--- src/rtl/shift_right_seq_32_pkg.sv ---
// Shared definitions for the sequential right shifter: state encoding,
// shift-mode constants and default datapath widths.
package shift_right_seq_32_pkg;

  localparam int SHR_WIDTH   = 32;
  localparam int SHR_SHAMT_W = 5;

  typedef enum logic [1:0] {
    IDLE = 2'b00,
    BUSY = 2'b01,
    DONE = 2'b10
  } shr_state_t;

  localparam logic SHR_LOGIC = 1'b0;
  localparam logic SHR_ARITH = 1'b1;

endpackage : shift_right_seq_32_pkg

--- src/rtl/shift_right_seq_32.sv ---
// Multi-cycle right shifter (SRL/SRA), one bit per clock, with a
// start/busy/done handshake. data_o is the working register itself.
module shift_right_seq_32
  import shift_right_seq_32_pkg::*;
#(
  parameter int WIDTH   = SHR_WIDTH,
  parameter int SHAMT_W = SHR_SHAMT_W
) (
  input  logic               clk_i,
  input  logic               rst_i,
  input  logic               start_i,
  input  logic [WIDTH-1:0]   data_i,
  input  logic [SHAMT_W-1:0] shamt_i,
  input  logic               arith_i,
  output logic               busy_o,
  output logic               done_o,
  output logic [WIDTH-1:0]   data_o
);

  shr_state_t         state_reg;
  logic [WIDTH-1:0]   data_reg;
  logic [SHAMT_W-1:0] count_reg;
  logic               mode_reg;
  logic               busy_reg;
  logic               done_reg;
  logic               fill_bit;

  // Sign fill comes from the current MSB, which stays constant under SRA.
  assign fill_bit = (mode_reg == SHR_ARITH) ? data_reg[WIDTH-1] : 1'b0;

  always_ff @(posedge clk_i or negedge rst_i) begin
    if (!rst_i) begin
      state_reg <= IDLE;
      data_reg  <= '0;
      count_reg <= '0;
      mode_reg  <= SHR_LOGIC;
      busy_reg  <= 1'b0;
      done_reg  <= 1'b0;
    end else begin
      case (state_reg)
        IDLE, DONE: begin
          if (start_i) begin
            data_reg  <= data_i;
            count_reg <= shamt_i;
            mode_reg  <= arith_i;
            if (shamt_i == '0) begin
              state_reg <= DONE;
              busy_reg  <= 1'b0;
              done_reg  <= 1'b1;
            end else begin
              state_reg <= BUSY;
              busy_reg  <= 1'b1;
              done_reg  <= 1'b0;
            end
          end else begin
            state_reg <= IDLE;
            busy_reg  <= 1'b0;
            done_reg  <= 1'b0;
          end
        end
        BUSY: begin
          data_reg  <= {fill_bit, data_reg[WIDTH-1:1]};
          count_reg <= count_reg - 1'b1;
          if (count_reg == SHAMT_W'(1)) begin
            state_reg <= DONE;
            busy_reg  <= 1'b0;
            done_reg  <= 1'b1;
          end
        end
        default: begin
          state_reg <= IDLE;
          busy_reg  <= 1'b0;
          done_reg  <= 1'b0;
        end
      endcase
    end
  end

  assign busy_o = busy_reg;
  assign done_o = done_reg;
  assign data_o = data_reg;

endmodule : shift_right_seq_32

--- config.mk ---
export PLATFORM = sky130hd
export DESIGN_NAME = shift_right_seq_32
export DESIGN_NICKNAME = d
export VERILOG_FILES = /design/src/rtl/shift_right_seq_32_pkg.sv /design/src/rtl/shift_right_seq_32.sv
export SDC_FILE = /design/constraint.sdc
export NUM_CORES = 1
export LEC_CHECK = 0
export ABC_AREA = 1
export CORE_MARGIN = 2
export CORE_UTILIZATION = 30
export CTS_BUF_LIST = sky130_fd_sc_hd__clkbuf_16
export CTS_CLUSTER_SIZE = 28
export DETAILED_ROUTE_END_ITERATION = 8
export PLACE_DENSITY_LB_ADDON = 0.25
export SLEW_MARGIN = 20
export SYNTH_ARGS = -nofsm -noshare
export SYNTH_HDL_FRONTEND = slang
export SYNTH_SLANG_ARGS = --single-unit
--- constraint.sdc ---
create_clock -name clk_i -period 1 [get_ports clk_i]
set_input_delay 0.2 -clock clk_i [delete_from_list [all_inputs] [get_ports clk_i]]
set_output_delay 0.2 -clock clk_i [all_outputs]
set_load 0.005 [all_outputs]
==> metrics.cfg <==
[die]
ioPinCount=75
initial_utilization_pct=30.47
coreArea_mm2=0.006241
fp.dieH_um=83.62
die_w_um=83.62
rows=29
die_area_mm2=0.006992

[run_status]
violations=setup timing
outcome=finished, violations left

[job]
cap_violations=0

[worst_setup_path]
crit_path_cell_trace=inv_2 > nand2_4 > nand2_4 > buf_12 > o22ai_1 > nor2_1
critPathKind=flip-flop to flip-flop
required_ns=1.16
start_kind=flip-flop
cp_data_arrival_time_ns=1.31
cp_max_fo=9
cpMaxStageDelayCell=dfrtp_1
path_common_cell=nand2_4
max_stage_delay_ns=0.40
endpoint_kind=flip-flop

[placement]
placement.io_buffers=74
place_ws_ns=-0.3927
gp_congestion=0.7787
dpl.hpwl_um=3852

[global_route]
grtUsageTotal_pct=15.54
grt_pass1_wl_um=8983
grt_pass1_vias=1919
grt_antenna_before_repair=0
grt_max_degree=42
grt-ovfl-total=0

[layout]
final_cell_mix=buf_4 (44), dfrtp_1 (41), clkdlybuf4s50_1 (39), nor2_1 (37), buf_2 (35)
drive_above_1_share_pct=44.87
antennaDiodeCount=0
area_growth_pct=80.66
nNetsFinal=383
largest_reg_flops=32
final_common_cell=buf_4
fillers=584
multiInputGateArea_um2=996.0
final-seq-area_mm2=0.001026

[route]
drt_iter0_drc=112
vias=1993
avgViaCountPerCell=4.768
routedWlPerCell_um=13.26
routed_wl_um=5543
dr.pass1.iters=4
antenna_left=0
drc=0

[sta]
worst-slew-pin-transition_ns=0.2312
fin_ws_ns=-0.1486
max_freq_mhz=870.6
maxSlewViolCount=0
post-route-period-util_pct=114.9
whs_ns=0.4259
grt_setup_unrepaired=yes
setup_viol=43
finClkSkew_ns=0.004271
layout_min_cycle_time_ns=1.149
slew_headroom_pct=84.59
fin_setup_tns_ns=-4.253
hold_violations=0

[logic_synthesis]
syn_area_per_cell_um2=8.805
yosys_warnings=0
synthDistinctLibCells=16
seq_area_frac_synth_pct=53.95
syn_nets=259
syn_inst=216
syn_area_mm2=0.001902
ys_seq_elements=41

[pwr]
power_mw=10.98
p_leak_nw=1.467
ir_drop_uv=1575
power.density_mw_per_mm2=3196

[clock_tree]
clock_sinks=41
cts_made_buffers=5
h-tree-depth=2
worstSkewPairLatency_ns=0.27
clkTransAtPathRegs_ns=0.06
clockRootBuffer=clkbuf_16
cts_tree=yes
cts.path.max_buffers=2

[hold_path]
min_path_type=input pin to asynchronous set/reset pin

==> cell usage after synthesis <==
master / instances / share of area [%]
dfrtp_1: 41 / 54
nor2_1: 38 / 7.5
nor3_1: 29 / 7.6
o22ai_1: 29 / 9.5
nand2_1: 28 / 5.5
inv_1: 11 / 2.2
nand3_1: 8 / 2.1
buf_2: 6 / 1.6
o21ai_0: 6 / 1.6
buf_6: 5 / 3.0
a21oi_1: 3 / 0.79
buf_4: 3 / 1.2
nand2_2: 3 / 0.99
ha_1: 2 / 1.3
inv_2: 2 / 0.39
o211ai_1: 2 / 0.79
==> worst paths after layout <==
check	cells after the start	slack [ns]	from	end
setup / recovery	6	-0.15	state_reg[0]	data_o[20]
hold / removal	3	0.43	rst_i	data_o[25]
setup reg to reg	6	-0.15	state_reg[0]	data_o[20]
hold reg to reg	2	0.48	mode_reg	mode_reg
max in group asynchronous	3	0.36	rst_i	data_o[13]
min in group clk_i	3	0.46	arith_i	mode_reg
==> worst max-delay path, delay by kind of cell (launching register included) <==
family	cells	cell delay [ns]
AO/OA/AOI/OAI	1	0.12
flip-flops	1	0.40
AND/OR/NAND/NOR	3	0.29
buffers and inverters	2	0.22
==> per-stage QoR <==
stage	instance area [um^2]	utilization [%]	instances
2_1_floorplan	2031	-	216
3_3_place_gp	3158	50.60	400
3_5_place_dp	3158	50.60	400
4_1_cts	3288	52.69	416
5_1_grt	3436	55.05	418
6_report	3436	55.05	418
==> repair_timing <==
item | in CTS | in global routing
resized for setup | 157 | 18
endpoints found under the setup margin | 74 | 66
pin swaps | 2 | 2
hold buffers | 1 | 0
setup buffers | 7 | 0
hold endpoints to repair | 41 | 0
gates cloned | 0 | 2
==> power breakdown <==
group          switching, mW  total [mW]  internal (mW)  leakage (nW)
Clock                  0.620        1.53          0.914        0.0696
Combinational           3.18        6.57           3.39         0.946
Sequential             0.440        2.88           2.44         0.451
==> kinds of logic after synthesis <==
kind of cell | count (synthesis) | synth area share [%]
AND/OR/NAND/NOR | 106 | 23.75
flip-flops | 41 | 53.95
AO/OA/AOI/OAI | 40 | 12.70
buffers and inverters | 27 | 8.289
adder cells (fa/ha/maj) | 2 | 1.316
==> per-layer routing <==
metal / vias to the layer above / track usage [%] / part of all wire [%]
li1: 984 / - / -
met1: 940 / 20.67 / 45
met2: 65 / 25.60 / 48
met3: 4 / 3.759 / 6.4
met4: 0 / 3.812 / 0.65
met5: - / 0 / 0
==> area by class of cell <==
cell class | count | area share [%]
Timing Repair Buffer | 131 | 32.63
Sequential cell | 41 | 29.86
Multi-Input combinational cell | 148 | 28.99
Clock buffer | 5 | 3.642
Tap cell | 77 | 2.804
Inverter | 13 | 1.566
Clock inverter | 3 | 0.5098
Power figures use the tool's default switching activity.
